--- src/rtl/mul_ctrl_if.sv ---
// rtl/mul_ctrl_if.sv - request/response bundle between pipeline and multiply controller
interface mul_ctrl_if;
   logic [5:0]  op;
   logic        start;
   logic [31:0] src_a;
   logic [31:0] src_b;
   logic        busy;
   logic        done;
   logic        stall;
   logic [31:0] hi_out;
   logic [31:0] lo_out;

   modport master (
      output op, start, src_a, src_b,
      input  busy, done, stall, hi_out, lo_out
   );

   modport slave (
      input  op, start, src_a, src_b,
      output busy, done, stall, hi_out, lo_out
   );
endinterface

--- src/rtl/mul_ctrl.sv ---
// rtl/mul_ctrl.sv - 32x32 unsigned shift-add multiplier with Hi/Lo and multiply-accumulate
module mul_ctrl #(
   parameter logic [5:0] MULTU = 6'd25,
   parameter logic [5:0] MADDU = 6'd1,
   parameter logic [5:0] MFHI  = 6'd16,
   parameter logic [5:0] MFLO  = 6'd18
) (
   input  logic             clk,
   input  logic             rst,
   mul_ctrl_if.slave        bus
);

   localparam logic [1:0] S_IDLE  = 2'd0;
   localparam logic [1:0] S_RUN   = 2'd1;
   localparam logic [1:0] S_WRITE = 2'd2;

   logic [1:0]  state_q,  state_d;
   logic [4:0]  count_q,  count_d;
   logic [63:0] mcand_q,  mcand_d;
   logic [31:0] mplier_q, mplier_d;
   logic [5:0]  op_q,     op_d;
   logic [63:0] prod_q,   prod_d;
   logic [63:0] hilo_q,   hilo_d;
   logic        busy_q,   busy_d;
   logic        done_q,   done_d;

   logic start_ok;
   assign start_ok = bus.start && ((bus.op == MULTU) || (bus.op == MADDU));

   always_comb begin
      state_d  = state_q;
      count_d  = count_q;
      mcand_d  = mcand_q;
      mplier_d = mplier_q;
      op_d     = op_q;
      prod_d   = prod_q;
      hilo_d   = hilo_q;
      done_d   = 1'b0;
      case (state_q)
         S_IDLE: begin
            if (start_ok) begin
               mcand_d  = {32'd0, bus.src_a};
               mplier_d = bus.src_b;
               op_d     = bus.op;
               prod_d   = 64'd0;
               count_d  = 5'd0;
               state_d  = S_RUN;
            end
         end
         S_RUN: begin
            if (mplier_q[0]) begin
               prod_d = prod_q + mcand_q;
            end
            mplier_d = mplier_q >> 1;
            mcand_d  = mcand_q << 1;
            count_d  = count_q + 5'd1;
            if (count_q == 5'd31) begin
               state_d = S_WRITE;
            end
         end
         S_WRITE: begin
            // Accumulate wraps at 2^64; the carry out is intentionally dropped.
            hilo_d  = (op_q == MADDU) ? (hilo_q + prod_q) : prod_q;
            done_d  = 1'b1;
            state_d = S_IDLE;
         end
         default: begin
            state_d = S_IDLE;
         end
      endcase
      busy_d = (state_d == S_RUN) || (state_d == S_WRITE);
   end

   always_ff @(posedge clk or posedge rst) begin
      if (rst) begin
         state_q  <= S_IDLE;
         count_q  <= 5'd0;
         mcand_q  <= 64'd0;
         mplier_q <= 32'd0;
         op_q     <= 6'd0;
         prod_q   <= 64'd0;
         hilo_q   <= 64'd0;
         busy_q   <= 1'b0;
         done_q   <= 1'b0;
      end else begin
         state_q  <= state_d;
         count_q  <= count_d;
         mcand_q  <= mcand_d;
         mplier_q <= mplier_d;
         op_q     <= op_d;
         prod_q   <= prod_d;
         hilo_q   <= hilo_d;
         busy_q   <= busy_d;
         done_q   <= done_d;
      end
   end

   // Stall looks at the live op so a dependent Hi/Lo access waits for the result.
   assign bus.stall  = busy_q && ((bus.op == MULTU) || (bus.op == MADDU) ||
                                  (bus.op == MFHI)  || (bus.op == MFLO));
   assign bus.busy   = busy_q;
   assign bus.done   = done_q;
   assign bus.hi_out = hilo_q[63:32];
   assign bus.lo_out = hilo_q[31:0];

endmodule
--- src/flat_wrapper.sv ---
// flat-port wrapper written by rule: the top's interface ports become plain ports
module mul_ctrl_flat 
#(
   parameter logic [5:0] MULTU = 6'd25,
   parameter logic [5:0] MADDU = 6'd1,
   parameter logic [5:0] MFHI  = 6'd16,
   parameter logic [5:0] MFLO  = 6'd18
)
  (clk, rst, bus_op, bus_start, bus_src_a, bus_src_b, bus_busy, bus_done, bus_stall, bus_hi_out, bus_lo_out);
  mul_ctrl_if bus_i ();
  input  logic clk;
  input  logic rst;
  input wire logic [$bits(bus_i.op)-1:0] bus_op;
  input wire logic [$bits(bus_i.start)-1:0] bus_start;
  input wire logic [$bits(bus_i.src_a)-1:0] bus_src_a;
  input wire logic [$bits(bus_i.src_b)-1:0] bus_src_b;
  output wire logic [$bits(bus_i.busy)-1:0] bus_busy;
  output wire logic [$bits(bus_i.done)-1:0] bus_done;
  output wire logic [$bits(bus_i.stall)-1:0] bus_stall;
  output wire logic [$bits(bus_i.hi_out)-1:0] bus_hi_out;
  output wire logic [$bits(bus_i.lo_out)-1:0] bus_lo_out;
  assign bus_i.op = bus_op;
  assign bus_i.start = bus_start;
  assign bus_i.src_a = bus_src_a;
  assign bus_i.src_b = bus_src_b;
  assign bus_busy = bus_i.busy;
  assign bus_done = bus_i.done;
  assign bus_stall = bus_i.stall;
  assign bus_hi_out = bus_i.hi_out;
  assign bus_lo_out = bus_i.lo_out;
  mul_ctrl #(.MULTU(MULTU), .MADDU(MADDU), .MFHI(MFHI), .MFLO(MFLO)) u_core (.clk(clk), .rst(rst), .bus(bus_i));
endmodule
--- config.mk ---
export PLATFORM = sky130hd
export DESIGN_NAME = mul_ctrl_flat
export DESIGN_NICKNAME = d
export VERILOG_FILES = /design/src/rtl/mul_ctrl_if.sv /design/src/rtl/mul_ctrl.sv /design/src/flat_wrapper.sv
export SDC_FILE = /design/constraint.sdc
export NUM_CORES = 1
export LEC_CHECK = 0
export CORE_ASPECT_RATIO = 0.5
export CORE_UTILIZATION = 54
export CTS_CLUSTER_DIAMETER = 100
export CTS_CLUSTER_SIZE = 24
export DETAILED_ROUTE_END_ITERATION = 10
export MAX_ROUTING_LAYER = met4
export PLACE_DENSITY = 0.78
export SLEW_MARGIN = 5
export SYNTH_ARGS = -nofsm -noshare
export SYNTH_HDL_FRONTEND = slang
export SYNTH_SLANG_ARGS = --single-unit
--- constraint.sdc ---
create_clock -name clk -period 8.6 [get_ports clk]
set_input_delay 1.72 -clock clk [delete_from_list [all_inputs] [get_ports clk]]
set_output_delay 1.72 -clock clk [all_outputs]
set_load 0.005 [all_outputs]
==> results by group, run 1 <==
Clock network
  – Setup Fix Bufs, Post-CTS: 0
  – Hold buffers post-CTS: 0
  – H-tree depth: 1
  – CTS tree: done
  – Reg clk slew, reported paths: 90 ps
  – Max clock buf depth: 3
  – TritonCTS Sinks: 239
  – CTS buffer count: 13
  – Root Driver: clkbuf_16
  – Clk_lat worst skew: 520 ps
  – Post-cts sizing count: 0

Job
  – MaxCap Viol Count: 0

Logic synthesis
  – Fraction of registers with async set/reset: 100.0%
  – Sequential share of the synthesized area: a little over a third
  – Yosys top cell by area: dfrtp_1
  – Synth cell count leaders: nand2_1 (427), dfrtp_1 (239), a21oi_1 (213), o21ai_0 (197), nor2_1 (181)
  – Post-synth top area share: 35.35%
  – Synth Cell Area: 0.01692 sq mm
  – Post-synth EDFFs: 0
  – Top_reg_cell synth: dfrtp_1
  – Distinct cells, synth: 80
  – Synth Register Bits: 239
  – Yosys warns: 0
  – Synth top area cells: dfrtp_1 (35%), nand2_1 (9.5%), ha_1 (9.5%)
  – Mean Syn Cell Area: 7.965 sq um
  – Syn_nets: 2,327
  – Mapped Cells: 2,124
  – Most common cell in the netlist: nand2_1

Place
  – GPL Wtd Cong: 0.9494
  – Pre-CTS setup slack: 3519 ps
  – Final HPWL DP: 31.98 mm
  – IO Port Bufs: 139
  – DP Cell Count: 2,580

Global routing
  – Antenna violations before repair: 0
  – First-pass GRT wire length: 73.03 mm
  – Total GRT Usage: 28.66%
  – Vias in the first global route: approximately 14,000
  – Total congestion overflow: 0
  – Largest net degree at the start of global routing: approximately 130

Setup path
  – CP Class: input pin to primary output
  – Worst-path fanout max: 3
  – Arr. time, crit path: about 3400 ps
  – CP Launch Type: input pin
  – R2r worst-path depth: 13
  – CP endpoint kind: primary output
  – Worst path required time: 6880 ps

Finish
  – Layout cell share with drive strength beyond 1: 2.855%
  – Area growth syn-to-layout: 11.49%
  – FILL cells: between 2,000 and 3,000
  – Seq. cell area: approximately 0.006 sq mm
  – Antenna Cells: 0
  – Final net count: 2,375
  – Fin cells: 2,595
  – Area of the multi-input gates: just over 0.01 sq mm

Power and ir drop
  – Net switching power: 3642 uW
  – Pleak: 0.008556 uW
  – Logic pwr share: between 60% and 70%
  – Max IR drop VDD: 182.2 uV
  – Switching Share: 49.32%
  – Pwr Density: 391.6 mW/mm^2
  – Clock network power share: 9.0%
  – PnR Total Power: between 7000 and 8000 uW
  – Pint: about 3700 uW
  – Seq pwr share: about a quarter

Routing
  – DRT iter0 DRCs: 1,014
  – Residual DRC: 0
  – Vias: 15,290
  – Routed Antenna Nets: 0
  – DRT Pass-1 Iters: 5
  – Final Routed Wirelength: roughly 45 mm
  – Via/cell ratio: 5.893
  – WL per Instance: between 15 and 20 um

Min path
  – Tightest Hold Check Type: flop to flop
  – Worst Hold Depth: 2

Floorplan
  – IO Pins: 140
  – Initial Util: 55.33%
  – Die footprint: 0.03208 sq mm
  – CORE AREA: 0.03057 sq mm
  – Die width: 252.3 um
  – Core Rows: 45
  – Die height: between 100 and 150 um

STA
  – Setup TNS after final layout: 0 ps
  – Rel. slew slack: 32.39%
  – Clock Skews: around 43 ps
  – Final hold violation count: 0
  – Final Setup Violations: 0
  – Slew of the pin with the lowest slew margin: 1014 ps
  – Slew Viols, Final: 0
  – RSZ-0062 raised after global routing: false
  – Final worst-path cycle share: just under 60%
  – Post-route setup slack: 3520 ps
  – Hold slack final: a little under 500 ps
  – FMAX: ~0.2 GHz
  – Tmin final: just over 5000 ps

Run status
  – Status: finished, final reports clean
==> per-layer routing <==
layer | track usage, % | vias up | wire, um
met5 | - | - | 0
met4 | 5.775 | 0 | 823
met3 | 3.097 | 58 | 1867
met2 | 45.34 | 323 | 20410
met1 | 40.05 | 7295 | 21440
li1 | - | 7616 | -
==> cell type report <==
class	count	share of cell area (%)
Multi-Input combinational cell	1734	55.11
Clock buffer	14	1.745
Tap cell	423	2.806
Sequential cell	239	31.71
Timing Repair Buffer	149	7.841
Clock inverter	1	0.04644
Inverter	35	0.7364
==> worst max-delay path: stages <==
cell and delay [ps]:
clkdlybuf4s50_1 470, xor2_1 180, nor2_1 260, a21oi_1 110, nor2_1 120, clkdlybuf4s50_1 500
==> placed cells by master (no fill, tap or decap), types with 5 or more instances in the layout <==
master / synthesis / routed
and2_1: 12 / 12
o21a_1: 9 / 9
a21oi_1: 213 / 213
buf_4: 0 / 9
xnor2_1: 59 / 59
o21bai_1: 31 / 31
nor3_1: 23 / 23
xor2_1: 57 / 57
clkdlybuf4s50_1: 0 / 139
nand2_1: 427 / 426
inv_1: 35 / 34
nand4_1: 31 / 31
o31ai_1: 6 / 6
o21ai_1: 5 / 5
clkbuf_16: 0 / 13
a211oi_1: 9 / 9
and3_1: 25 / 24
nand3_1: 35 / 34
nand2b_1: 8 / 6
o21ai_0: 197 / 197
o211ai_1: 5 / 5
a21o_1: 87 / 87
nor2_1: 181 / 180
a21boi_0: 5 / 5
nor4_1: 6 / 6
dfrtp_1: 239 / 239
ha_1: 128 / 128
a31oi_1: 90 / 90
==> flip-flops by register name, indices dropped and copies added, names as in the netlist, 2 cells and up <==
register / count
u_core.hilo_q: 64
u_core.op_q: 6
u_core.mplier_q: 32
u_core.count_q: 5
u_core.prod_q: 64
u_core.mcand_q: 64
u_core.state_q: 2
==> metrics by stage <==
step | util [%] | area (sq um)
after floorplan | - | 16920
after global placement | 60.59 | 18520
after detailed placement | 60.59 | 18520
after CTS | 61.69 | 18860
after global routing | 61.69 | 18860
final | 61.69 | 18860
==> power by group through the flow <==
stage | Clock (uW) | Sequential (uW) | Combinational (uW)
floorplan | 0 | 1730 | 3860
global placement | 0 | 1890 | 4690
detailed placement | 0 | 1900 | 4750
CTS | 678 | 1880 | 4790
global route | 718 | 1930 | 5410
finish | 664 | 1880 | 4840
==> worst paths after layout <==
path,startpoint,endpoint,slack [ps]
setup / recovery,bus_op[3],bus_stall,3520
hold / removal,u_core.op_q[3],u_core.op_q[3],480
setup reg to reg,u_core.prod_q[0],u_core.hilo_q[62],4680
hold reg to reg,u_core.op_q[3],u_core.op_q[3],480
max in group asynchronous,rst,u_core.prod_q[12],5640
min in group asynchronous,rst,u_core.prod_q[59],1730
==> kinds of logic (layout without fill, tap and decap cells) <==
group / Yosys count / in the layout / share of synthesized area, %
buf+inv: 151 / 199 / 3.439
simple gates: 773 / 773 / 19.40
fa+ha+maj: 130 / 130 / 9.703
compound gates: 711 / 711 / 25.86
mux: 4 / 4 / 0.2367
xor+xnor: 116 / 116 / 6.006
flops: 239 / 239 / 35.35
(Power assumes the default switching activity.)
==> run 2, diff against run 1 <==
==> constraint.sdc (replaced) <==
create_clock -name clk -period 4.1 [get_ports clk]
set_input_delay 0.82 -clock clk [delete_from_list [all_inputs] [get_ports clk]]
set_output_delay 0.82 -clock clk [all_outputs]
set_load 0.005 [all_outputs]
==> results by group, run 2 (synthesized netlist as in run 1, its figures left out) <==
Run status
  – Status: finished, final reports clean

Clock network
  – TritonCTS Sinks: roughly 240
  – Max clock buf depth: 3
  – Setup Fix Bufs, Post-CTS: 0
  – Clk_lat worst skew: 510 ps
  – Reg clk slew, reported paths: 110 ps
  – H-tree depth: 1
  – CTS buffer count: 13
  – Hold buffers post-CTS: 0
  – Post-cts sizing count: 0
  – CTS tree: done
  – Root Driver: clkbuf_16

Power and ir drop
  – Max IR drop VDD: 420.5 uV
  – Pleak: 0.008590 uW
  – PnR Total Power: 15,560 uW
  – Pwr Density: a little over 800 mW/mm^2

Place
  – IO Port Bufs: 139
  – GPL Wtd Cong: 0.9546
  – Final HPWL DP: approximately 33 mm

STA
  – Clock Skews: 27.63 ps
  – Setup TNS after final layout: 0 ps
  – Rel. slew slack: 38.87%
  – FMAX: 0.2684 GHz
  – Final hold violation count: 0
  – Tmin final: about 3700 ps
  – Final Setup Violations: 0
  – Slew Viols, Final: 0
  – Final worst-path cycle share: about nine tenths
  – RSZ-0062 raised after global routing: false
  – Slew of the pin with the lowest slew margin: 916.9 ps

Routing
  – Vias: approximately 15,000
  – Via/cell ratio: between 5 and 6
  – Residual DRC: 0
  – WL per Instance: 17.31 um
  – DRT iter0 DRCs: 1,222
  – Final Routed Wirelength: 44.98 mm
  – Routed Antenna Nets: 0
  – DRT Pass-1 Iters: 6

Finish
  – Leading cell type in the layout, fill and taps excluded: nand2_1
  – Area growth syn-to-layout: 12.00%
  – Seq. cell area: 0.005981 sq mm
  – Layout cell share with drive strength beyond 1: ~3%
  – Antenna Cells: 0
  – Area of the multi-input gates: about 0.010 sq mm
  – Final net count: 2,380
  – FILL cells: 2,780
  – Largest registers: u_core.hilo_q (64), u_core.mcand_q (64), u_core.prod_q (64)
  – Most frequent cells in the layout: nand2_1 (426), dfrtp_1 (239), a21oi_1 (213)

Setup path
  – Cell breakdown of the critical path: ha_1, fa_1, a211oi_1, o21a_1, o31ai_4, a41o_1, a21o_2, a22oi_1, a31oi_1, a21oi_1, a21oi_1, mux2i_1, nand3_1
  – Crit path top cell by count: a21oi_1
  – WP buf/inv: 0
  – Crit-path leading delay family: compound AO/OA/AOI/OAI gates
  – Arr. time, crit path: 4100 ps
  – CP endpoint kind: flop
  – Worst path required time: 4480 ps
  – Slowest cell delay on critical path: ~430 ps
  – CP Class: flop to flop
  – CP Launch Type: flop
  – CP max stage cell: dfrtp_1
  – Worst-path fanout max: 5

Global routing
  – Largest net degree at the start of global routing: 118
  – Vias in the first global route: 14,110
  – Total GRT Usage: around 29%
  – Total congestion overflow: 0
  – First-pass GRT wire length: about 74 mm
  – Antenna violations before repair: 0

Min path
  – Tightest Hold Check Type: flop to flop

Floorplan
  – Die footprint: 0.03208 sq mm
  – Core Rows: 45
  – CORE AREA: 0.03057 sq mm
  – Die width: 252.3 um
  – Die height: about 130 um
  – Initial Util: 55.33%
  – IO Pins: 140

Job
  – MaxCap Viol Count: 0
## run 2: changes by cell type in the layout (fill, tap and decap cells not counted), sizes merged
| cell | before | now |
|---|---|---|
| buf | 10 | 15 |
| clkinvlp | 0 | 1 |
| inv | 36 | 34 |
## run 2: tightest hold or removal path: cells and delay by family, from the launching register on
family | cells | cell delay (ps)
and+or+nand+nor | 2 | 100
DFF | 1 | 360
## run 2: stage by stage
stage	cells	hold WS, ps	utilization, %	area, sq um	worst slack [ps]
after floorplan	2124	439.6	-	16920	146.2
after CTS	2599	486.8	61.98	18950	404.4
after global placement	2585	458.8	60.90	18620	511.3
after detailed placement	2585	465.3	60.90	18620	451.3
final	2599	485.3	61.98	18950	373.9
after global routing	2599	527.9	61.98	18950	157.0
## run 2: report_power, final
group	switching (uW)	internal, uW	total, uW
Combinational	6060	4190	10200
Sequential	818	3120	3930
Clock	804	579	1380
Total	7680	7880	15600
## run 2: area by class of cell
cell class	count	share of cell area, %
Multi-Input combinational cell	1734	54.86
Inverter	35	0.7132
Timing Repair Buffer	154	8.333
Sequential cell	239	31.56
Tap cell	423	2.793
Clock buffer	14	1.737
## run 2: layer usage
layer  GRT usage, %  routed length (um)  vias to the layer above
li1               -                   -                     7626
met1          41.54               21670                     7254
met2          45.92               20510                      378
met3          3.199                2095                       55
met4          4.670                 710                        0
met5              -                   0                        -
## run 2: path summary, 6_finish.rpt
check / slack (ps) / depth (start not counted) / startpoint / to
min in group asynchronous: 790 / 3 / rst / u_core.hilo_q[51]
max in group asynchronous: 2690 / 3 / rst / u_core.mcand_q[63]
worst min-delay path: 490 / 2 / u_core.op_q[3] / u_core.op_q[3]
worst min register to register: 490 / 2 / u_core.op_q[3] / u_core.op_q[3]
worst max register to register: 370 / 13 / u_core.prod_q[0] / u_core.hilo_q[62]
worst max-delay path: 370 / 13 / u_core.prod_q[0] / u_core.hilo_q[62]
==> run 3, diff against run 2 <==
--- a/config.mk
+++ b/config.mk
@@ -12,6 +12,7 @@
 export DETAILED_ROUTE_END_ITERATION = 10
 export MAX_ROUTING_LAYER = met4
 export PLACE_DENSITY = 0.78
+export REMOVE_ABC_BUFFERS = 1
 export SLEW_MARGIN = 5
 export SYNTH_ARGS = -nofsm -noshare
 export SYNTH_HDL_FRONTEND = slang
==> results by group, run 3 (synthesized netlist as in run 1, its figures left out) <==
Setup path
  – Arr. time, crit path: 4350 ps
  – Crit-path leading delay family: compound AO/OA/AOI/OAI gates
  – Slowest cell delay on critical path: ~420 ps
  – Worst-path fanout max: 5
  – RR Endpoint: u_core.hilo_q[62]
  – WP buf/inv: 0
  – CP Class: flop to flop
  – Crit path top cell by count: a21oi_1
  – CP endpoint kind: flop
  – R2R Path Start: u_core.hilo_q[0]
  – Worst path required time: 4480 ps
  – CP Launch Type: flop
  – WP depth: 13
  – R2r worst-path depth: 13
  – CP max stage cell: dfrtp_1
  – Cell breakdown of the critical path: ha_1, fa_1, a211oi_1, o21a_1, o31ai_4, a41o_1, a21o_2, a22oi_1, a31oi_1, a21oi_1, a21oi_1, mux2i_1, nand3_1
  – R2R Setup Slk: about 130 ps

STA
  – Tmin final: about 4000 ps
  – FMAX: around 0.25 GHz
  – Slew Viols, Final: 0
  – Slew of the pin with the lowest slew margin: 1025 ps
  – Rel. slew slack: 31.66%
  – Final worst-path cycle share: 96.88%
  – Setup TNS after final layout: 0 ps
  – Final hold violation count: 0
  – Clock Skews: 29.06 ps
  – RSZ-0062 raised after global routing: false
  – Post-route setup slack: around 130 ps
  – Final Setup Violations: 0

Finish
  – Final net count: 2,387
  – Leading cell type in the layout, fill and taps excluded: nand2_1
  – Layout cell share with drive strength beyond 1: 3.344%
  – Most frequent cells in the layout: nand2_1 (426), dfrtp_1 (239), a21oi_1 (213)
  – Largest registers: u_core.hilo_q (64), u_core.mcand_q (64), u_core.prod_q (64)
  – FILL cells: 2,678
  – Area growth syn-to-layout: 12.26%
  – Antenna Cells: 0

Job
  – MaxCap Viol Count: 0

Power and ir drop
  – Pint: 7917 uW
  – Pwr Density: 827.3 mW/mm^2
  – Pleak: 0.008626 uW
  – Clock network power share: slightly below 9%
  – Logic pwr share: 66.4%
  – Max IR drop VDD: 328.8 uV
  – Net switching power: between 7000 and 8000 uW
  – Seq pwr share: 24.8%
  – Switching Share: about half

Global routing
  – Total GRT Usage: around 29%
  – Total congestion overflow: 0
  – Antenna violations before repair: 0
  – Vias in the first global route: 14,420
  – Largest net degree at the start of global routing: roughly 100
  – First-pass GRT wire length: ~75 mm

Floorplan
  – Die footprint: ~0.032 sq mm
  – CORE AREA: 0.03057 sq mm
  – IO Pins: 140
  – Core Rows: 45
  – Die height: roughly 130 um
  – Die width: 252.3 um
  – Initial Util: 55.33%

Routing
  – Final Routed Wirelength: 45.32 mm
  – Vias: 15,530
  – Via/cell ratio: 5.960
  – Residual DRC: 0
  – Routed Antenna Nets: 0
  – DRT Pass-1 Iters: 5
  – WL per Instance: 17.39 um
  – DRT iter0 DRCs: around 1,400

Run status
  – Status: finished, final reports clean

Place
  – Pre-CTS setup slack: between 200 and 300 ps
  – Final HPWL DP: 33.27 mm
  – GPL Wtd Cong: 1.006
  – IO Port Bufs: 139

Clock network
  – Setup Fix Bufs, Post-CTS: 0
  – H-tree depth: 1
  – TritonCTS Sinks: between 200 and 250
  – CTS buffer count: 13
  – Hold buffers post-CTS: 0
  – Root Driver: clkbuf_16
  – Reg clk slew, reported paths: 100 ps
  – Clk_lat worst skew: slightly above 500 ps
  – Post-cts sizing count: 0
  – Max clock buf depth: 3
  – CTS tree: done

Min path
  – Worst Hold Depth: 2
  – HP Start: u_core.op_q[4]
  – Hold endpoint: u_core.op_q[4]
  – Tightest Hold Check Type: flop to flop
-- run 3: metal layers --
metal / vias to the layer above / global-route usage (%) / part of all wire [%]
li1: 7641 / - / -
met1: 7370 / 42.34 / 49
met2: 469 / 43.96 / 43
met3: 51 / 4.462 / 6.5
met4: 0 / 5.027 / 1.6
met5: - / - / 0
-- run 3: worst max path at each step --
| stage | startpoint | end | slack [ps] |
|---|---|---|---|
| global placement | u_core.prod_q[0] | u_core.hilo_q[62] | 400 |
| global route | u_core.hilo_q[0] | u_core.hilo_q[62] | 70 |
| finish | u_core.hilo_q[0] | u_core.hilo_q[62] | 130 |
| detailed placement | u_core.prod_q[0] | u_core.hilo_q[62] | 270 |
| floorplan | rst | u_core.bus.busy | -3280 |
| CTS | u_core.hilo_q[0] | u_core.hilo_q[62] | 230 |
-- run 3: worst register-to-register path: cells and delay by family, from the launching register on --
kind	cells	cell delay, ps
AOI/OAI and AO/OA	9	2530
adders and majority gates	2	670
DFF	1	420
muxes	1	160
and+or+nand+nor	1	100
-- run 3: layout make-up --
cell class              count  area [sq um]  share of cell area [%]
multi-input cells        1734         10400                   54.73
clock buffers              14         329.1                   1.733
well taps                 423         529.3                   2.787
repair buffers            161          1619                   8.525
inverters                  35         138.9                  0.7313
flip-flops and latches    239          5981                   31.49
-- run 3: through the flow --
stage          instances  total power (uW)  util, %  hold slack [ps]  instance area, sq um
2_1_floorplan       2008             11650        -            439.6                 16470
3_3_place_gp        2592             13930    61.04            455.9                 18660
3_5_place_dp        2592             14080    61.04            461.5                 18660
4_1_cts             2606             15530    62.12            486.6                 18990
5_1_grt             2606             17050    62.12            517.5                 18990
6_report            2606             15710    62.12            486.3                 18990
-- run 3: power by group through the flow --
stage               Sequential (uW)  Combinational, uW  Clock [uW]
floorplan                      3650               8000           0
global placement               3890              10000           0
detailed placement             3920              10200           0
CTS                            3880              10200        1410
global route                   3980              11600        1490
finish                         3890              10400        1390
